[config.mk]
export PLATFORM = sky130hd
export DESIGN_NAME = quotient_converter
export DESIGN_NICKNAME = d
export VERILOG_FILES = /design/src/rtl/quotient_converter.sv
export SDC_FILE = /design/constraint.sdc
export NUM_CORES = 1
export LEC_CHECK = 0
export BUFFER_PORTS_ARGS = -buffer_cell sky130_fd_sc_hd__buf_4
export CAP_MARGIN = 0
export CORE_UTILIZATION = 53
export CTS_CLUSTER_DIAMETER = 50
export CTS_CLUSTER_SIZE = 10
export DETAILED_ROUTE_END_ITERATION = 16
export PLACE_DENSITY = 0.75
export SETUP_SLACK_MARGIN = 0.15
export SKIP_CTS_REPAIR_TIMING = 1
export SLEW_MARGIN = 20
export SYNTH_ARGS = -nofsm -noshare
export SYNTH_HDL_FRONTEND = slang
export SYNTH_SLANG_ARGS = --single-unit
[constraint.sdc]
create_clock -name clk -period 2.8 [get_ports clk]
set_clock_uncertainty 0.05 [all_clocks]
set_input_delay 0.28 -clock clk [delete_from_list [all_inputs] [get_ports clk]]
set_output_delay 0.28 -clock clk [all_outputs]
set_load 0.02 [all_outputs]
[src/rtl/quotient_converter.sv]
// quotient_converter: on-the-fly radix-2 SRT quotient converter (Q/QM) with final remainder-sign correction
//   clk, rst (async, active-high)
//   start              clear Q/QM/digitCount and begin a conversion (also restarts a running one)
//   digitValid         SignSel/Non0 carry a digit {-1,0,+1} this cycle
//   SignSel, Non0      digit sign (1 = negative) and magnitude (0 = zero digit)
//   remNeg             final remainder negative, sampled in CORRECT
//   busy               high in CONVERT and CORRECT
//   done               one-cycle pulse, quotient valid
//   quotient           converted quotient, held until the next start or rst
//   digitCount         digits accepted so far
//   protocolErr        only with QCONV_PROTOCOL_ERR_EN: sticky flag for digitValid in IDLE/DONE
module quotient_converter #(
  parameter int parallelism = 32
) (
  input  logic                               clk,
  input  logic                               rst,
  input  logic                               start,
  input  logic                               digitValid,
  input  logic                               SignSel,
  input  logic                               Non0,
  input  logic                               remNeg,
  output logic                               busy,
  output logic                               done,
  output logic [parallelism-1:0]             quotient,
  output logic [$clog2(parallelism+1)-1:0]   digitCount
`ifdef QCONV_PROTOCOL_ERR_EN
  , output logic                             protocolErr
`endif
);
  localparam int CW = $clog2(parallelism+1);
  typedef enum logic [1:0] {IDLE, CONVERT, CORRECT, DONE} state_t;
  state_t state;
  logic [parallelism-1:0] q, qm, q_nxt, qm_nxt;
  logic pos, neg, last, stray;
  always_comb begin
    pos = Non0 & ~SignSel;
    neg = Non0 & SignSel;
    // -1 borrows from QM; 0 and +1 extend Q with the digit value
    q_nxt = neg ? {qm[parallelism-2:0], 1'b1} : {q[parallelism-2:0], Non0};
    // +1 makes QM = old Q shifted; 0 and -1 extend QM with (digit-1) mod 2
    qm_nxt = pos ? {q[parallelism-2:0], 1'b0} : {qm[parallelism-2:0], ~Non0};
    last = digitCount == CW'(parallelism - 1);
    stray = digitValid && (state == IDLE || state == DONE);
  end
  always_ff @(posedge clk or posedge rst) begin
    if (rst) begin
      state      <= IDLE;
      q          <= '0;
      qm         <= '1;
      quotient   <= '0;
      digitCount <= '0;
      busy       <= 1'b0;
      done       <= 1'b0;
    end else if (start) begin
      state      <= CONVERT;
      q          <= '0;
      qm         <= '1;
      digitCount <= '0;
      busy       <= 1'b1;
      done       <= 1'b0;
    end else begin
      case (state)
        CONVERT: if (digitValid) begin
          q          <= q_nxt;
          qm         <= qm_nxt;
          digitCount <= digitCount + CW'(1);
          state      <= last ? CORRECT : CONVERT;
        end
        CORRECT: begin
          quotient <= remNeg ? qm : q;
          busy     <= 1'b0;
          done     <= 1'b1;
          state    <= DONE;
        end
        DONE: begin
          done  <= 1'b0;
          state <= IDLE;
        end
        default: state <= IDLE;
      endcase
    end
  end
`ifdef QCONV_PROTOCOL_ERR_EN
  always_ff @(posedge clk or posedge rst) begin
    if (rst) protocolErr <= 1'b0;
    else protocolErr <= start ? 1'b0 : (protocolErr | stray);
  end
`else
  logic unused_stray;
  assign unused_stray = stray;
`endif
endmodule
==> results.md, run 1 <==
- Outcome: completed
- Slowest CP cell: a21o_1
- Final setup TNS: 0 ns
- DR WL/cell: 15.80 um
- Synth Net Count: 524
- Crit path to: qm[20]
- Mux cell area share after synthesis: 12.76%
- Starting Density: 55.60%
- R2R setup slack: 0.66 ns
- Vias in the first global route: 3,758
- RR Startpoint: state[1]
- Total number of vias: 3,718
- Pwr/cell area: 532.3 nW/um^2
- Crit-path cells: inv_1, ha_1, a21o_1, buf_4, nor2_1, a31oi_1
- Critical path class: reg2reg
- Nets: 553
- Post-synth EDFFs: 0
- Vias/cell: 5.676
- Main combinational cell family by area after synthesis: simple AND/OR/NAND/NOR gates
- Drt total wl: 10,350 um
- Largest cells by area after synthesis: dfrtp_1 37%, dfstp_2 17%, mux2i_1 13%
- Async SR Flop Fraction: 100.0%
- First-pass GRT wire length: 17,890 um
- Fraction of layout cells with a size suffix above 1: 19.38%
- PortBufs: 46
- Reg area: 2693 sq um
- YS warnings: 0
- Clock Latency Late Sink: 0.36 ns
- Area Overhead vs Synth: 11.74%
- Cells after Synth: 513
- Multi-input logic area: 2073 sq um
- Post-Syn Area per Cell: 9.636 sq um
- X dimension of the die: 98.58 um
- Fillers: 747
- Row Count: 34
- TritonCTS clock tree: built
- Maximum VDD drop: 299.2 uV
- CP required: 3.03 ns
- Final Cycle Share: 76.56%
- Hold/Removal Path Class: in2async
- Max Clk Rate: 466.5 MHz
- Final instance area: 5524 sq um
- Synth Area in Adders: 1.012%
- R2R Path End: qm[20]
- Post-Synth Simple-Gate Area: 14.91%
- Worst Reg2Reg Path Length in Cells: 6
- CTS buffer count: 9
- Mapped cell area: 4943 sq um
- Most frequent cell after synthesis: nand2_1
- Worst slew pin tran: 0.6646 ns
- Startpoint types: register
- Final setup fails: 0
- Antenna cells: 0
- Most used flip-flop cell after synthesis: dfrtp_1
- Minimum clock period: 2.144 ns
- Routed Antenna Nets: 0
- Sequential area share after synthesis: 54.47%
- Max-cap violations: 0
- Total track usage: 23.06%
- CTS H-tree lvls: 3
- Largest net degree at the start of global routing: 107
- FF+latch count, synth: 106
- Critical Path Source: state[1]
- CTS Buffer Depth: 2
- Die footprint: 9718 sq um
- Netlist cell types: 32
- Clk sink count: 106
- Synth Area in Compound Gates: 12.86%
- Grt total ovfl: 0
- Clock transition at path regs: 0.10 ns
- Post-synth top area cell: dfrtp_1
- CP max stage delay: 0.46 ns
- Final Wtd Congestion: 0.7571
- RSZ-0062 raised after global routing: no
- Root Buffer: clkbuf_8
- Post-DP HPWL: 6294 um
- Core ar.: 8891 sq um
- Antenna violations before repair: 0
- Area of placed instances: 5341 sq um
- Top cells by count, synth: 130 x nand2_1, 74 x dfrtp_1, 64 x o21ai_1
- Critical Path End Type: register
- DRT iter0 DRCs: 219
- Die Ht: 98.58 um
- Xor/xnor cell area share of the yosys netlist: 0.3543%
- Drt drc: 0
- Relative slew slack: 55.69%
- Crit-path max FO: 21
- Final hold violation count: 0
- Detailed Routing Iterations Pass 1: 4
- Post-synth top area share: 37.46%
- Leakage: 2.668 nW
- Max Slew Vio Count: 0
- IO Count: 47
- Arr. time, crit path: 2.38 ns
-- critical path, delay by kind of cell, from the launching register on --
kind	cells	cell delay, ns
flops	1	0.42
compound gates	2	0.64
buf+inv	2	0.43
simple gates	1	0.07
fa+ha+maj	1	0.44
-- report_power, final --
group,total [mW],internal [mW],switching [mW]
clock,0.887,0.376,0.511
combinational,0.361,0.133,0.228
sequential,1.69,1.62,0.0694
-- per-layer routing --
| metal | GRT usage (%) | share of wire (%) | vias up |
|---|---|---|---|
| met5 | 0 | 0 | - |
| met4 | 8.496 | 1.4 | 0 |
| met3 | 5.035 | 4.2 | 13 |
| met2 | 37.87 | 49 | 97 |
| met1 | 30.29 | 45 | 1802 |
| li1 | - | - | 1806 |
-- flip-flops by register name (all words and copies together) (netlist names) --
register and cells:
done 1, state 2, q 32, busy 1
digitCount 6, qm 32, quotient 32
-- stage by stage --
| stage | instances | hold slack, ns | total power, mW | setup WS, ns | utilization (%) |
|---|---|---|---|---|---|
| 2_1_floorplan | 513 | 0.3722 | 1.970 | 1.223 | - |
| 3_3_place_gp | 639 | 0.4191 | 2.072 | 0.5664 | 60.08 |
| 3_5_place_dp | 639 | 0.4211 | 2.085 | 0.4181 | 60.08 |
| 4_1_cts | 655 | 0.04260 | 2.972 | 0.4124 | 62.13 |
| 5_1_grt | 655 | 0.06153 | 3.080 | 0.5400 | 62.13 |
| 6_report | 655 | 0.005402 | 2.940 | 0.6563 | 62.13 |
-- cell type report --
class	instances	area share (%)
Timing Repair Buffer	54	7.565
Tap cell	108	2.446
Inverter	5	0.4077
Multi-Input combinational cell	366	37.53
Sequential cell	106	48.74
Clock inverter	3	0.4304
Clock buffer	13	2.877
-- layout by cell type (no fill, tap or decap), drive strengths merged --
cell and n:
a311oi 1, xor2 2, buf 54, clkinv 1
or2 1, clkbuf 13, inv 4, a21o 2
nor3 2, or3 2, mux2i 63, clkinvlp 3
a211o 1, nand3 6, and3b 1, nor2 36
a21boi 1, nand2b 4, or4 1, ha 4
dfstp 32, dfrtp 74, a2111oi 1, nand2 131
o311a 1, a21oi 7, o31ai 1, a31oi 31
and2b 1, o21ai 66
-- worst min path at each step --
stage                     slack [ns]  cells after the start         start           end
after floorplan                 0.37                      2          Non0          q[0]
after global placement          0.42                      2  quotient[21]  quotient[21]
after detailed placement        0.42                      1          busy          busy
after CTS                       0.04                      3           rst   quotient[3]
after global routing            0.06                      3           rst  quotient[25]
final                          0.005                      3           rst  quotient[25]
-- kinds of logic (layout without fill, tap and decap cells) --
group / count (synthesis) / in the layout
buffers and inverters: 41 / 75
xor gates and xnor gates: 2 / 2
DFF: 106 / 106
AOI/OAI and AO/OA: 112 / 112
and+or+nand+nor: 185 / 185
adders and majority gates: 4 / 4
muxes: 63 / 63
No activity file was read; power rests on OpenSTA's default activity.
==> run 2, diff against run 1 <==
CORE_UTILIZATION = 59   (was 53)
PLACE_DENSITY = 0.79   (was 0.75)
clock period = 2 ns   (was 2.8 ns; I/O delays follow)
==> run 2 against run 1 <==
Sequential power increased by 40%. Clock power grew 78%. Routed wire length is 0.51% higher. Utilization increased by 7.2 points. Sequential cell count unchanged. Die area shrank 10%. Critical path depth stayed put. The run now ends with DRC left. Fmax rose by 26%. First-iteration DRC count is 3.7% higher.
==> results.md, run 2 (synthesis gave the netlist of run 1 again) <==
- DR WL/cell: 15.88 um (was 15.80 um)
- Total number of vias: 3,788 (was 3,718)
- Final setup TNS: 0 ns (unchanged)
- Pre-CTS setup slack: 0.2572 ns (was 0.4181 ns)
- Drt drc: 2 (was 0)
- Relative slew slack: 62.27% (was 55.69%)
- Vias/cell: 5.783 (was 5.676)
- HP Start: start
- Startpoint types: register (unchanged)
- RSZ-0062 raised after global routing: no (unchanged)
- CP bufs+invs: 2 (unchanged)
- Cell family with most CP delay: simple AND/OR/NAND/NOR gates (was compound AO/OA/AOI/OAI gates)
- First-pass GRT wire length: 17,350 um (was 17,890 um)
- Root Buffer: clkbuf_8 (unchanged)
- WP depth: 6 (unchanged)
- Post-DP HPWL: 6138 um (was 6294 um)
- Die footprint: 8749 sq um (was 9718 sq um)
- Drt total wl: 10,400 um (was 10,350 um)
- Max Clk Rate: 588.6 MHz (was 466.5 MHz)
- Maximum VDD drop: 417.3 uV (was 299.2 uV)
- PortBufs: 46 (unchanged)
- CP required: 2.24 ns (was 3.03 ns)
- Hold/Removal Path Class: in2reg (was in2async)
- Crit-path max FO: 23 (was 21)
- Total track usage: 25.37% (was 23.06%)
- Vias in the first global route: 3,575 (was 3,758)
- Crit-path cells: inv_1, ha_1, nand2_2, or2_1, buf_12, o21ai_1 (was inv_1, ha_1, a21o_1, buf_4, nor2_1, a31oi_1)
- Area Overhead vs Synth: 14.73% (was 11.74%)
- Clk sink count: 106 (unchanged)
- DRT iter0 DRCs: 227 (was 219)
- Final instance area: 5672 sq um (was 5524 sq um)
- CTS H-tree lvls: 3 (unchanged)
- Critical Path Source: state[1] (unchanged)
- Largest net degree at the start of global routing: 107 (unchanged)
- Pwr/cell area: 790.1 nW/um^2 (was 532.3 nW/um^2)
- Fillers: 627 (was 747)
- Die Ht: 93.54 um (was 98.58 um)
- X dimension of the die: 93.54 um (was 98.58 um)
- Commonest non-fill, non-tap cell in the layout: nand2_1 (unchanged)
- RR Startpoint: state[1] (unchanged)
- Min Hold Slack: 0.05513 ns (was 0.005402 ns)
- Biggest regs: q x32, qm x32, quotient x32 (unchanged)
- Util after Layout: 69.38% (was 62.13%)
- Row Count: 33 (was 34)
- Final setup fails: 0 (unchanged)
- Starting Density: 60.47% (was 55.60%)
- Grt total ovfl: 0 (unchanged)
- CTS buffer count: 9 (unchanged)
- Arr. time, crit path: 1.94 ns (was 2.38 ns)
- Max Slew Vio Count: 0 (unchanged)
- Max-cap violations: 0 (unchanged)
- Final worst slack: 0.3011 ns (was 0.6563 ns)
- Clock transition at path regs: 0.11 ns (was 0.10 ns)
- Nets: 556 (was 553)
- Minimum clock period: 1.699 ns (was 2.144 ns)
- Critical path class: reg2reg (unchanged)
- Outcome: finished with violations (was completed)
- Leakage: 2.740 nW (was 2.668 nW)
- Antenna cells: 0 (unchanged)
- Final Wtd Congestion: 0.7521 (was 0.7571)
- IO Count: 47 (unchanged)
- Core ar.: 8175 sq um (was 8891 sq um)
- Fraction of layout cells with a size suffix above 1: 19.64% (was 19.38%)
- WHS Path Cells: 2
- TritonCTS clock tree: built (unchanged)
- Reg area: 2693 sq um (unchanged)
- Final Cycle Share: 84.94% (was 76.56%)
- Most frequent cells in the layout: 130 x nand2_1, 74 x dfrtp_1, 64 x o21ai_1 (unchanged)
- CP max stage delay: 0.43 ns (was 0.46 ns)
- Routed Antenna Nets: 0 (unchanged)
- Worst slew pin tran: 0.5659 ns (was 0.6646 ns)
- Antenna violations before repair: 0 (unchanged)
- Slowest CP cell: dfrtp_1 (was a21o_1)
- Worst Reg2Reg Path Length in Cells: 6 (unchanged)
- Clock Latency Late Sink: 0.37 ns (was 0.36 ns)
- Critical Path End Type: register (unchanged)
- CTS Buffer Depth: 2 (unchanged)
- Failing checks: DRC
- Final hold violation count: 0 (unchanged)
- Area of placed instances: 5415 sq um (was 5341 sq um)
- Detailed Routing Iterations Pass 1: 10 (was 4)
- Multi-input logic area: 2078 sq um (was 2073 sq um)
## run 2: cell count changes in the layout (fill, tap and decap cells not counted)
cell,change
nand2b_4,+1
or2_2,-1
bufinv_16,+3
dlygate4sd3_1,+1
clkinv_4,-1
clkbuf_1,-1
buf_12,+5
inv_6,+1
clkbuf_8,-2
or2_1,+1
nand2b_2,-1
buf_4,-3
## run 2: worst reg2reg max path: stages (launching register included)
cell     delay [ns]
dfrtp_1        0.43
inv_1          0.07
ha_1           0.17
nand2_2        0.13
or2_1          0.39
buf_12         0.23
o21ai_1        0.15
## run 2: worst paths after layout
| path | endpoint | slack [ns] |
|---|---|---|
| max | q[24] | 0.30 |
| min | state[1] | 0.06 |
| max reg2reg | q[24] | 0.30 |
| min reg2reg | quotient[0] | 0.44 |
| max in group asynchronous | qm[18] | 1.00 |
| min in group asynchronous | quotient[30] | 0.50 |
## run 2: layout make-up
class / instances / share of cell area (%)
clock inverter: 6 / 2.007
tap: 105 / 2.316
clock buffer: 10 / 2.250
multi-input combinational: 366 / 36.64
timing repair buffer: 57 / 8.912
sequential: 106 / 47.47
inverter: 5 / 0.3971
## run 2: metal layers
layer | vias to the layer above | track usage, % | share of wire, %
li1 | 1808 | - | -
met1 | 1864 | 34.79 | 46
met4 | 0 | 10.77 | 1.9
met3 | 17 | 3.415 | 3.8
met2 | 99 | 40.63 | 49
met5 | - | 0 | 0
## run 2: where the power goes
group	total, mW	leakage [nW]	internal (mW)	switching [mW]
Sequential	2.37	1.35	2.27	0.0982
Combinational	0.528	1.28	0.205	0.322
Clock	1.58	0.113	0.837	0.746
## run 2: per-stage QoR
stage	cells	power (mW)
3_5_place_dp	638	2.936
6_report	655	4.481
5_1_grt	655	4.660
4_1_cts	654	4.505
2_1_floorplan	513	2.758
3_3_place_gp	638	2.915
